--- config.mk ---
export PLATFORM = sky130hd
export DESIGN_NAME = alu_mult_seq_flat
export DESIGN_NICKNAME = d
export VERILOG_FILES = /design/src/rtl/alu_mult_seq_pkg.sv /design/src/rtl/alu_mult_seq_if.sv /design/src/rtl/alu_mult_seq.sv /design/src/flat_wrapper.sv
export SDC_FILE = /design/constraint.sdc
export NUM_CORES = 1
export LEC_CHECK = 0
export CELL_PAD_IN_SITES_DETAIL_PLACEMENT = 0
export CELL_PAD_IN_SITES_GLOBAL_PLACEMENT = 2
export CORE_MARGIN = 1.5
export CORE_UTILIZATION = 22
export CTS_CLUSTER_DIAMETER = 200
export DETAILED_ROUTE_END_ITERATION = 16
export HOLD_SLACK_MARGIN = 0.02
export PLACE_DENSITY_LB_ADDON = 0.1
export SLEW_MARGIN = 20
export SYNTH_ARGS = -nofsm -noshare
export SYNTH_HDL_FRONTEND = slang
export SYNTH_SLANG_ARGS = --single-unit
export TNS_END_PERCENT = 5
--- constraint.sdc ---
create_clock -name clk -period 1.8 [get_ports clk]
set_input_delay 0.45 -clock clk [delete_from_list [all_inputs] [get_ports clk]]
set_output_delay 0.45 -clock clk [all_outputs]
set_load 0.01 [all_outputs]
--- src/rtl/alu_mult_seq_pkg.sv ---
// alu_mult_seq_pkg
//   Shared constants and types for the multi-cycle MULT/MULTU sequencer.
//   Holds the CPU word size, the ALU op-code encodings that the shared
//   execute-stage ALU understands, and the sequencer state encoding.
//   No ports (package).
package alu_mult_seq_pkg;

  // CPU word width and ALU op-code field size (op port is ALU_OSIZE+1 bits).
  localparam int CPU_WSIZE = 32;
  localparam int ALU_OSIZE = 3;
  localparam int ALU_OPW   = ALU_OSIZE + 1;

  // ALU op codes used by the sequencer; the ALU itself lives outside.
  localparam logic [ALU_OPW-1:0] ALU_ADD_OP = 4'd0;
  localparam logic [ALU_OPW-1:0] ALU_SUB_OP = 4'd1;
  localparam logic [ALU_OPW-1:0] ALU_NOR_OP = 4'd6;

  // Sequencer states (3-bit encoding).
  typedef enum logic [2:0] {
    MSEQ_IDLE   = 3'd0,
    MSEQ_NEG_A  = 3'd1,
    MSEQ_NEG_B  = 3'd2,
    MSEQ_ITER   = 3'd3,
    MSEQ_FIX_LO = 3'd4,
    MSEQ_FIX_HI = 3'd5,
    MSEQ_DONE   = 3'd6
  } mseq_state_e;

endpackage

--- src/rtl/alu_mult_seq_if.sv ---
// alu_mult_seq_if
//   Bundle between the execute stage and the multiply sequencer.
//   Request side : start, sgn, a, b            (into the sequencer)
//   Result side  : busy, done, hi, lo          (out of the sequencer)
//   ALU sharing  : alu_sel, alu_op, alu_a, alu_b (out), alu_r (in, combinational)
//   Modports: master = execute stage / ALU owner, slave = sequencer.
interface alu_mult_seq_if
  import alu_mult_seq_pkg::*;
#(
  parameter int W = CPU_WSIZE
) ();

  logic               start;
  logic               sgn;
  logic [W-1:0]       a;
  logic [W-1:0]       b;
  logic               busy;
  logic               done;
  logic [W-1:0]       hi;
  logic [W-1:0]       lo;
  logic               alu_sel;
  logic [ALU_OPW-1:0] alu_op;
  logic [W-1:0]       alu_a;
  logic [W-1:0]       alu_b;
  logic [W-1:0]       alu_r;

  modport master (
    output start, sgn, a, b, alu_r,
    input  busy, done, hi, lo, alu_sel, alu_op, alu_a, alu_b
  );

  modport slave (
    input  start, sgn, a, b, alu_r,
    output busy, done, hi, lo, alu_sel, alu_op, alu_a, alu_b
  );

endinterface

--- src/rtl/alu_mult_seq.sv ---
// alu_mult_seq
//   Shift-and-add W x W -> 2W multiplier that borrows the CPU's single ALU,
//   doing one ALU add per cycle. While busy it owns the ALU operand mux via
//   alu_sel and the pipeline stalls on busy.
//
//   Ports:
//     clk  - clock, all state updates on the rising edge
//     rst  - synchronous, active-high reset (aborts any operation)
//     bus  - alu_mult_seq_if.slave: start/sgn/a/b request, busy/done/hi/lo
//            result, alu_sel/alu_op/alu_a/alu_b drive and alu_r return
//
//   Build option: MULT_SIGNED_EN
//     defined   - NEG_A/NEG_B pre-negate negative operands, FIX_LO/FIX_HI
//                 negate the 2W product when signs differ; sgn selects
//                 MULT vs MULTU; latency W+5.
//     undefined - those states do not exist, sgn is ignored, every
//                 operation is MULTU; latency W+1.
module alu_mult_seq
  import alu_mult_seq_pkg::*;
#(
  parameter int W  = CPU_WSIZE,
  parameter int CW = $clog2(W) + 1
) (
  input  logic           clk,
  input  logic           rst,
  alu_mult_seq_if.slave  bus
);

  mseq_state_e        state_r;
  mseq_state_e        next_s;

  logic [W-1:0]       mcand_r;
  logic [W-1:0]       hi_r;
  logic [W-1:0]       lo_r;
  logic [CW-1:0]      count_r;

  logic               carry_s;
  logic               busy_s;
  logic               done_s;
  logic [ALU_OPW-1:0] alu_op_s;
  logic [W-1:0]       alu_a_s;
  logic [W-1:0]       alu_b_s;

`ifdef MULT_SIGNED_EN
  logic               sgn_r;
  logic               neg_r;
  logic               lo_was_zero_r;
`else
  // sgn has no effect in the unsigned-only build.
  logic               unused_sgn_s;
  assign unused_sgn_s = bus.sgn;
`endif

  // The ALU returns only W bits; rebuild the add carry-out from the operand
  // and result sign bits (hi + mcand in ITER).
  assign carry_s = (hi_r[W-1] & mcand_r[W-1]) |
                   ((hi_r[W-1] | mcand_r[W-1]) & ~bus.alu_r[W-1]);

  // State register.
  always_ff @(posedge clk) begin
    if (rst) begin
      state_r <= MSEQ_IDLE;
    end else begin
      state_r <= next_s;
    end
  end

  // Next-state logic.
  always_comb begin
    next_s = state_r;
    case (state_r)
      MSEQ_IDLE: begin
        if (bus.start) begin
`ifdef MULT_SIGNED_EN
          next_s = MSEQ_NEG_A;
`else
          next_s = MSEQ_ITER;
`endif
        end else begin
          next_s = MSEQ_IDLE;
        end
      end
`ifdef MULT_SIGNED_EN
      MSEQ_NEG_A:  next_s = MSEQ_NEG_B;
      MSEQ_NEG_B:  next_s = MSEQ_ITER;
`endif
      MSEQ_ITER: begin
        if (count_r == CW'(1'b1)) begin
`ifdef MULT_SIGNED_EN
          next_s = MSEQ_FIX_LO;
`else
          next_s = MSEQ_DONE;
`endif
        end else begin
          next_s = MSEQ_ITER;
        end
      end
`ifdef MULT_SIGNED_EN
      MSEQ_FIX_LO: next_s = MSEQ_FIX_HI;
      MSEQ_FIX_HI: next_s = MSEQ_DONE;
`endif
      MSEQ_DONE:   next_s = MSEQ_IDLE;
      default:     next_s = MSEQ_IDLE;
    endcase
  end

  // Output decode: status flags and the ALU operand/op drive per state.
  always_comb begin
    busy_s   = (state_r != MSEQ_IDLE);
    done_s   = (state_r == MSEQ_DONE);
    alu_op_s = ALU_ADD_OP;
    alu_a_s  = {W{1'b0}};
    alu_b_s  = {W{1'b0}};
    case (state_r)
      MSEQ_ITER: begin
        alu_op_s = ALU_ADD_OP;
        alu_a_s  = hi_r;
        alu_b_s  = mcand_r;
      end
`ifdef MULT_SIGNED_EN
      MSEQ_NEG_A: begin
        alu_op_s = ALU_SUB_OP;
        alu_b_s  = mcand_r;
      end
      MSEQ_NEG_B: begin
        alu_op_s = ALU_SUB_OP;
        alu_b_s  = lo_r;
      end
      MSEQ_FIX_LO: begin
        alu_op_s = ALU_SUB_OP;
        alu_b_s  = lo_r;
      end
      MSEQ_FIX_HI: begin
        // Two's complement of {hi,lo}: the +1 only ripples into hi when lo
        // was zero, otherwise hi is just inverted (NOR with zero).
        if (lo_was_zero_r) begin
          alu_op_s = ALU_SUB_OP;
          alu_b_s  = hi_r;
        end else begin
          alu_op_s = ALU_NOR_OP;
          alu_a_s  = hi_r;
        end
      end
`endif
      default: begin
        alu_op_s = ALU_ADD_OP;
      end
    endcase
  end

  // Datapath registers: operand capture, negation, shift-and-add steps.
  always_ff @(posedge clk) begin
    if (rst) begin
      mcand_r       <= {W{1'b0}};
      hi_r          <= {W{1'b0}};
      lo_r          <= {W{1'b0}};
      count_r       <= {CW{1'b0}};
`ifdef MULT_SIGNED_EN
      sgn_r         <= 1'b0;
      neg_r         <= 1'b0;
      lo_was_zero_r <= 1'b0;
`endif
    end else begin
      case (state_r)
        MSEQ_IDLE: begin
          if (bus.start) begin
            mcand_r       <= bus.a;
            lo_r          <= bus.b;
            hi_r          <= {W{1'b0}};
            count_r       <= CW'(W);
`ifdef MULT_SIGNED_EN
            sgn_r         <= bus.sgn;
            neg_r         <= bus.sgn & (bus.a[W-1] ^ bus.b[W-1]);
            lo_was_zero_r <= 1'b0;
`endif
          end
        end
`ifdef MULT_SIGNED_EN
        MSEQ_NEG_A: begin
          if (sgn_r && mcand_r[W-1]) begin
            mcand_r <= bus.alu_r;
          end
        end
        MSEQ_NEG_B: begin
          if (sgn_r && lo_r[W-1]) begin
            lo_r <= bus.alu_r;
          end
        end
`endif
        MSEQ_ITER: begin
          // lo doubles as the multiplier shift register; product bits enter
          // from the top as multiplier bits leave from the bottom.
          if (lo_r[0]) begin
            {hi_r, lo_r} <= {carry_s, bus.alu_r, lo_r[W-1:1]};
          end else begin
            {hi_r, lo_r} <= {1'b0, hi_r, lo_r[W-1:1]};
          end
          count_r <= count_r - CW'(1'b1);
        end
`ifdef MULT_SIGNED_EN
        MSEQ_FIX_LO: begin
          if (neg_r) begin
            lo_r          <= bus.alu_r;
            lo_was_zero_r <= (lo_r == {W{1'b0}});
          end
        end
        MSEQ_FIX_HI: begin
          if (neg_r) begin
            hi_r <= bus.alu_r;
          end
        end
`endif
        default: begin
          count_r <= count_r;
        end
      endcase
    end
  end

  assign bus.busy    = busy_s;
  assign bus.done    = done_s;
  assign bus.hi      = hi_r;
  assign bus.lo      = lo_r;
  assign bus.alu_sel = busy_s;
  assign bus.alu_op  = alu_op_s;
  assign bus.alu_a   = alu_a_s;
  assign bus.alu_b   = alu_b_s;

endmodule

--- src/flat_wrapper.sv ---
// flat-port wrapper written by rule: the top's interface ports become plain ports
module alu_mult_seq_flat import alu_mult_seq_pkg::*;
#(
  parameter int W  = CPU_WSIZE,
  parameter int CW = $clog2(W) + 1
)
  (clk, rst, bus_start, bus_sgn, bus_a, bus_b, bus_alu_r, bus_busy, bus_done, bus_hi, bus_lo, bus_alu_sel, bus_alu_op, bus_alu_a, bus_alu_b);
  alu_mult_seq_if #(.W(W)) bus_i ();
  input  logic clk;
  input  logic rst;
  input wire logic [$bits(bus_i.start)-1:0] bus_start;
  input wire logic [$bits(bus_i.sgn)-1:0] bus_sgn;
  input wire logic [$bits(bus_i.a)-1:0] bus_a;
  input wire logic [$bits(bus_i.b)-1:0] bus_b;
  input wire logic [$bits(bus_i.alu_r)-1:0] bus_alu_r;
  output wire logic [$bits(bus_i.busy)-1:0] bus_busy;
  output wire logic [$bits(bus_i.done)-1:0] bus_done;
  output wire logic [$bits(bus_i.hi)-1:0] bus_hi;
  output wire logic [$bits(bus_i.lo)-1:0] bus_lo;
  output wire logic [$bits(bus_i.alu_sel)-1:0] bus_alu_sel;
  output wire logic [$bits(bus_i.alu_op)-1:0] bus_alu_op;
  output wire logic [$bits(bus_i.alu_a)-1:0] bus_alu_a;
  output wire logic [$bits(bus_i.alu_b)-1:0] bus_alu_b;
  assign bus_i.start = bus_start;
  assign bus_i.sgn = bus_sgn;
  assign bus_i.a = bus_a;
  assign bus_i.b = bus_b;
  assign bus_i.alu_r = bus_alu_r;
  assign bus_busy = bus_i.busy;
  assign bus_done = bus_i.done;
  assign bus_hi = bus_i.hi;
  assign bus_lo = bus_i.lo;
  assign bus_alu_sel = bus_i.alu_sel;
  assign bus_alu_op = bus_i.alu_op;
  assign bus_alu_a = bus_i.alu_a;
  assign bus_alu_b = bus_i.alu_b;
  alu_mult_seq #(.W(W), .CW(CW)) u_core (.clk(clk), .rst(rst), .bus(bus_i));
endmodule
==> flow_metrics.tcl, run 1 <==
set metrics [dict create \
    grt_usage_pct 14.5 \
    hold_viol 0 \
    regToRegEndpoint "u_core.bus.hi[29]" \
    avgSynthCellArea_um2 8.86 \
    drive_above_1_share_pct 20.9 \
    min-delay-start "rst" \
    h-tree-depth 3 \
    cts_buffers 9 \
    hold_class "input port to flop" \
    async_flop_share_pct 0 \
    synth_warnings 0 \
    critPathRequiredTime_ps 1350 \
    highest_layer "met4" \
    cp-end-kind "output pin" \
    p_total_mw 5.50 \
    cts_tree "done" \
    grt_pass1_vias 4272 \
    drt-vias-per-instance 4.51 \
    worst_hold_path.num_cells 2 \
    ant_nets 0 \
    synth_area_leaders "dfxtp_1 45%, and2_1 8.6%, a21oi_1 7.5%" \
    leakage_nw 3.04 \
    overflow 0 \
    wl_met3_um 1110 \
    synth_edf_count 0 \
    slew_headroom_pct 62.0 \
    min_to "u_core.mcand_r[7]" \
    row_count 53 \
    hpwlAfterDp_um 10900 \
    seq_area_um2 2120 \
    synth_area_leader_cell "dfxtp_1" \
    netlist_instances 525 \
    rsz0062_at_grt "yes" \
    power.density_nw_per_um2 709 \
    antenna_found_initial 0 \
    synthTopCellsByCount "105 x dfxtp_1, 70 x a21oi_1, 68 x nand2_1" \
    grt_max_degree 44 \
    path_clk_slew_ps 70 \
    synth_most_common_cell "dfxtp_1" \
    portBuffers 229 \
    post-route-util_pct 37.1 \
    clock-sinks 105 \
    n_fill_cell 2120 \
    critPathLaunchType "flop" \
    num_vias 4635 \
    insertedDiodeCount 0 \
    fin_crit_sh_pct 110 \
    clock_skew_ps 8.18 \
    critPathMaxFanout 10 \
    drtIter0Drc 215 \
    start_util_pct 22.3 \
    setup_viol_count_final 66 \
    worstSkewPairLatency_ps 350 \
    drc 0 \
    core_um2 20900 \
    reg2reg_slack_ps 140 \
    synthToLayoutAreaGrowth_pct 66.7 \
    fp.dieW_um 148 \
    wl_per_cell_um 16.2 \
    die_area_um2 22000 \
    ys_ff_latch 105 \
    die_y_um 148 \
    worstSetupPathType "flop to output pin" \
    grt_pass1_wl_um 24700 \
    ctsRootBufferMaster "clkbuf_16" \
    cts-hold-fix-buffers 0 \
    crit_arrival_ps 1530 \
    route.met2.wl_um 8030 \
    timing.rr.start "u_core.state_r[2]" \
    ir_drop_uv 446 \
    cts_buffer_depth 2 \
    place_congestion 0.706 \
    pin_count 235 \
    max_freq_ghz 0.506 \
    period_needed_ps 1980 \
    cap_violations 0 \
    worst_slack_ps -175 \
    m1WireLength_um 7360 \
    synth_top_flop_cell "dfxtp_1" \
    tightest_slew_ps 570 \
    drv_slew 0 \
    ys_types 37 \
    wl_um 16700 \
    synth.top_cell.area_share_pct 45.2 \
    worst_r2r_path_depth 7 \
    synthesis.area_um2 4650 \
    violations "setup timing" \
    first_pass_iters 4 \
    multi_input_area_um2 2360 \
    fin_nets 849 \
    status "complete, but fails checks" \
    ys_seq_area_share_pct 45.2 \
]
[critical path, stage by stage (launching register included)]
cell,delay [ps]
dfxtp_2,320
and3b_4,330
buf_8,130
buf_12,130
and2_1,140
buf_2,130
[metrics by stage]
stage	instances	cell area, um^2	setup slack [ps]	hold slack (ps)	setup TNS [ps]
global route	1027	7760	-250	415	-13870
global placement	1002	7330	-384	438	-32990
floorplan	528	4660	62.2	432	0
detailed placement	1002	7330	-387	444	-34740
finish	1027	7760	-175	419	-9290
CTS	1028	7590	-261	405	-13620
[cells by family after synthesis]
| family | count (synthesis) | synth area share, % |
|---|---|---|
| muxes | 32 | 6.91 |
| adders and majority gates | 2 | 0.538 |
| DFF | 105 | 45.2 |
| and+or+nand+nor | 189 | 21.4 |
| AOI/OAI and AO/OA | 140 | 19.9 |
| buffers and inverters | 56 | 5.97 |
| other | 1 | 0.0806 |
[cells in the final DEF, fill, tap and decap left out, types with 4 or more instances in the layout]
cell             count
dfxtp_2             14
o2bb2ai_1           31
buf_4               13
conb_1               4
buf_6               26
nand2_1             68
nand3_1             34
clkbuf_16           11
dlymetal6s2s_1       6
buf_12              13
mux2i_1             31
and2_1              42
and2_4              22
clkdlybuf4s50_1    153
a22oi_1             31
nor2_1               4
a21oi_1             70
buf_2               42
dfxtp_1             91
[area by class of cell]
| class | count | share of cell area [%] |
|---|---|---|
| clock buffer | 14 | 3.53 |
| clock inverter | 2 | 0.452 |
| inverter | 3 | 0.145 |
| multi-input combinational | 367 | 30.4 |
| sequential | 105 | 27.3 |
| tap | 275 | 4.44 |
| timing repair buffer | 261 | 33.7 |
[state kept, by name, indices dropped and copies added (netlist names)]
name,count
u_core.bus.hi,32
u_core.bus.lo,32
u_core.count_r,6
u_core.mcand_r,32
u_core.state_r,3
[power breakdown]
| group | total (mW) | switching [mW] | internal (mW) |
|---|---|---|---|
| clock network | 2.10 | 0.900 | 1.19 |
| logic | 0.904 | 0.403 | 0.501 |
| registers | 2.50 | 0.0716 | 2.43 |
[how the worst max path moves through the flow]
| stage | startpoint | depth (start not counted) | end | slack, ps |
|---|---|---|---|---|
| final | u_core.state_r[2] | 5 | bus_alu_b[19] | -180 |
| after global routing | u_core.state_r[2] | 5 | bus_alu_a[15] | -250 |
| after CTS | u_core.state_r[2] | 6 | bus_alu_b[16] | -260 |
| after detailed placement | bus_start | 5 | u_core.count_r[3] | -390 |
| after global placement | bus_start | 5 | u_core.count_r[3] | -380 |
| after floorplan | u_core.state_r[0] | 5 | bus_alu_b[21] | 60 |
[timing repair]
item	4_1_cts	5_1_grt
setup buffers	6	0
gates resized for setup	299	54
gates cloned	4	2
setup endpoints to repair	76	97
pin swaps	4	16
[metal layers]
layer  vias to the layer above  track usage, %
li1                       2277               -
met1                      2192            18.9
met2                       157            23.8
met3                         9            3.62
met4                         0            3.86
met5                         -               0
Power figures use the tool's default switching activity.
==> inputs of run 2 (changes only) <==
--- a/config.mk
+++ b/config.mk
@@ -5,10 +5,11 @@
 export SDC_FILE = /design/constraint.sdc
 export NUM_CORES = 1
 export LEC_CHECK = 0
+export ABC_AREA = 1
 export CELL_PAD_IN_SITES_DETAIL_PLACEMENT = 0
 export CELL_PAD_IN_SITES_GLOBAL_PLACEMENT = 2
 export CORE_MARGIN = 1.5
-export CORE_UTILIZATION = 22
+export CORE_UTILIZATION = 21
 export CTS_CLUSTER_DIAMETER = 200
 export DETAILED_ROUTE_END_ITERATION = 16
 export HOLD_SLACK_MARGIN = 0.02
==> flow_metrics.tcl, run 2 <==
set metrics [dict create \
    fin_crit_sh_pct 103 \
    dp_cells 1298 \
    cpPeakStageDelay_ps 330 \
    ys_ff_latch 105 \
    drtIter0Drc 269 \
    drv_slew 0 \
    grt_pass1_wl_um 29000 \
    synth_edf_count 0 \
    hpwlAfterDp_um 12100 \
    power.density_nw_per_um2 723 \
    drive_above_1_share_pct 16.7 \
    clock-sinks 105 \
    synthesis.area_um2 5070 \
    setup_viol_count_final 36 \
    insertedDiodeCount 0 \
    cts-hold-fix-buffers 0 \
    synth_area_leaders "dfxtp_1 41%, nand2_1 15%, a21oi_1 9.6%" \
    synth.top_cell.area_share_pct 41.5 \
    period_needed_ps 1850 \
    synth_most_common_cell "nand2_1" \
    max_freq_ghz 0.540 \
    synthTopCellsByCount "201 x nand2_1, 105 x dfxtp_1, 97 x a21oi_1" \
    cpMaxStageDelayCell "dfxtp_2" \
    cts_tree "done" \
    antenna_found_initial 1 \
    post_dp_cell_area_um2 7810 \
    num_vias 5469 \
    worst_slack_ps -52.3 \
    tightest_slew_ps 613 \
    path_clk_slew_ps 80 \
    leakage_nw 3.37 \
    first_pass_iters 4 \
    synth_area_leader_cell "dfxtp_1" \
    drt-vias-per-instance 4.15 \
    drc 0 \
    start_util_pct 21.5 \
    portBuffers 229 \
    clock_skew_ps 12.7 \
    netlist_instances 780 \
    cts_buffers 9 \
    dp_slack_ps -118 \
    synth_top_flop_cell "dfxtp_1" \
    grt_max_degree 67 \
    worstSkewPairLatency_ps 360 \
    fin_hold_ws_ps 454 \
    critPathRequiredTime_ps 1350 \
    ant_nets 0 \
    critPathMaxFanout 12 \
    die_y_um 158 \
    rsz0062_at_grt "yes" \
    ctsRootBufferMaster "clkbuf_16" \
    postLayoutCellArea_um2 8030 \
    ys_seq_area_share_pct 41.5 \
    ys_types 23 \
    cp-end-kind "output pin" \
    die_area_um2 25100 \
    grt_pass1_vias 5355 \
    critPathLaunchType "flop" \
    final_common_cell "nand2_1" \
    layout_common_cells "200 x nand2_1, 146 x clkdlybuf4s50_1, 99 x dfxtp_1" \
    fp.dieW_um 158 \
    row_count 56 \
    synthToLayoutAreaGrowth_pct 58.4 \
    ir_drop_uv 336 \
    cap_violations 0 \
    fin_nets 1095 \
    wl_per_cell_um 14.0 \
    stdcell_count 1317 \
    worstSetupPathType "flop to output pin" \
    crit_arrival_ps 1400 \
    core_um2 23500 \
    wl_um 18500 \
    h-tree-depth 3 \
    place_congestion 0.710 \
    hold_viol 0 \
    avgSynthCellArea_um2 6.50 \
    async_flop_share_pct 0 \
    slew_headroom_pct 59.1 \
    pin_count 235 \
    status "complete, but fails checks" \
    grt_usage_pct 14.8 \
    n_fill_cell 2657 \
    hold_class "flop to flop" \
    cts_buffer_depth 2 \
    path_cells "inv_2 > nand3_4 > buf_6 > buf_8 > nor2_1 > buf_2" \
    synth_warnings 0 \
    violations "setup timing" \
    overflow 0 \
]
==> run 2: cell count changes after synthesis, sizes merged, moves of 15 or more <==
cell and delta:
a22oi -31, inv +80, o21ai +72, buf +15
nor2 +78, nand3 +33, mux2i -31, nand2 +134
a21oi +27, o2bb2ai -31, and2 -64
==> run 2: final timing paths <==
check	from	endpoint	slack, ps	depth (start not counted)
worst min-delay path	u_core.mcand_r[14]	u_core.mcand_r[14]	450	2
worst min register to register	u_core.mcand_r[14]	u_core.mcand_r[14]	450	2
worst max register to register	u_core.state_r[2]	u_core.bus.lo[15]	270	8
worst max-delay path	u_core.state_r[2]	bus_alu_a[25]	-50	6
==> run 2: where the power goes <==
group | switching (mW) | internal [mW]
Combinational | 0.508 | 0.487
Clock | 1.04 | 1.25
Sequential | 0.0658 | 2.45
Total | 1.61 | 4.19
==> run 2: critical path: cells and delay by family (launching register included) <==
family                 cells  cell delay [ps]
buffers and inverters      4              510
and+or+nand+nor            2              200
DFF                        1              330
==> run 2: cell type report <==
cell class                 count  area, um^2  share of cell area (%)
multi-input combinational    531        2460                    30.6
timing repair buffer         263        2420                    30.1
sequential                   105        2110                    26.3
tap                          319         399                    4.97
inverter                      83         312                    3.88
clock buffer                   9         225                    2.81
clock inverter                 7         106                    1.33
==> run 2: timing repair <==
item / 4_1_cts / 5_1_grt
resized for setup: 290 / 40
hold endpoints to repair: 0 / 0
gates cloned: 1 / 0
buffers inserted: 4 / 0
setup endpoints to repair: 68 / 82
pin swaps: 1 / 1
==> run 2: routing by layer <==
| metal | up-vias | wire length, um | global-route usage (%) |
|---|---|---|---|
| met5 | - | 13 | 0 |
| met2 | 134 | 8110 | 23.4 |
| met4 | 2 | 144 | 3.47 |
| li1 | 2885 | - | - |
| met1 | 2437 | 8870 | 19.6 |
| met3 | 11 | 1340 | 4.76 |
==> run 2: cells by family after synthesis <==
logic type	count (synthesis)	share of synthesized area [%]
buffers and inverters	147	12.5
adders and majority gates	2	0.494
and+or+nand+nor	355	28.6
other	1	0.0740
AOI/OAI and AO/OA	170	16.8
DFF	105	41.5
==> run 2: through the flow <==
step                utilization, %  setup TNS [ps]  total power [mW]
finish                        34.1            -705              5.80
global route                  34.1           -4910              6.13
CTS                           33.7           -3140              5.91
detailed placement            33.2           -4730              3.58
global placement              33.2           -3570              3.58
floorplan                        -               0              3.04
==> inputs of run 3 (changes only) <==
--- a/config.mk
+++ b/config.mk
@@ -5,11 +5,10 @@
 export SDC_FILE = /design/constraint.sdc
 export NUM_CORES = 1
 export LEC_CHECK = 0
-export ABC_AREA = 1
 export CELL_PAD_IN_SITES_DETAIL_PLACEMENT = 0
 export CELL_PAD_IN_SITES_GLOBAL_PLACEMENT = 2
 export CORE_MARGIN = 1.5
-export CORE_UTILIZATION = 21
+export CORE_UTILIZATION = 22
 export CTS_CLUSTER_DIAMETER = 200
 export DETAILED_ROUTE_END_ITERATION = 16
 export HOLD_SLACK_MARGIN = 0.02
==> results of run 3 <==
Final layout, timing and power as in run 1 (identical DEF).
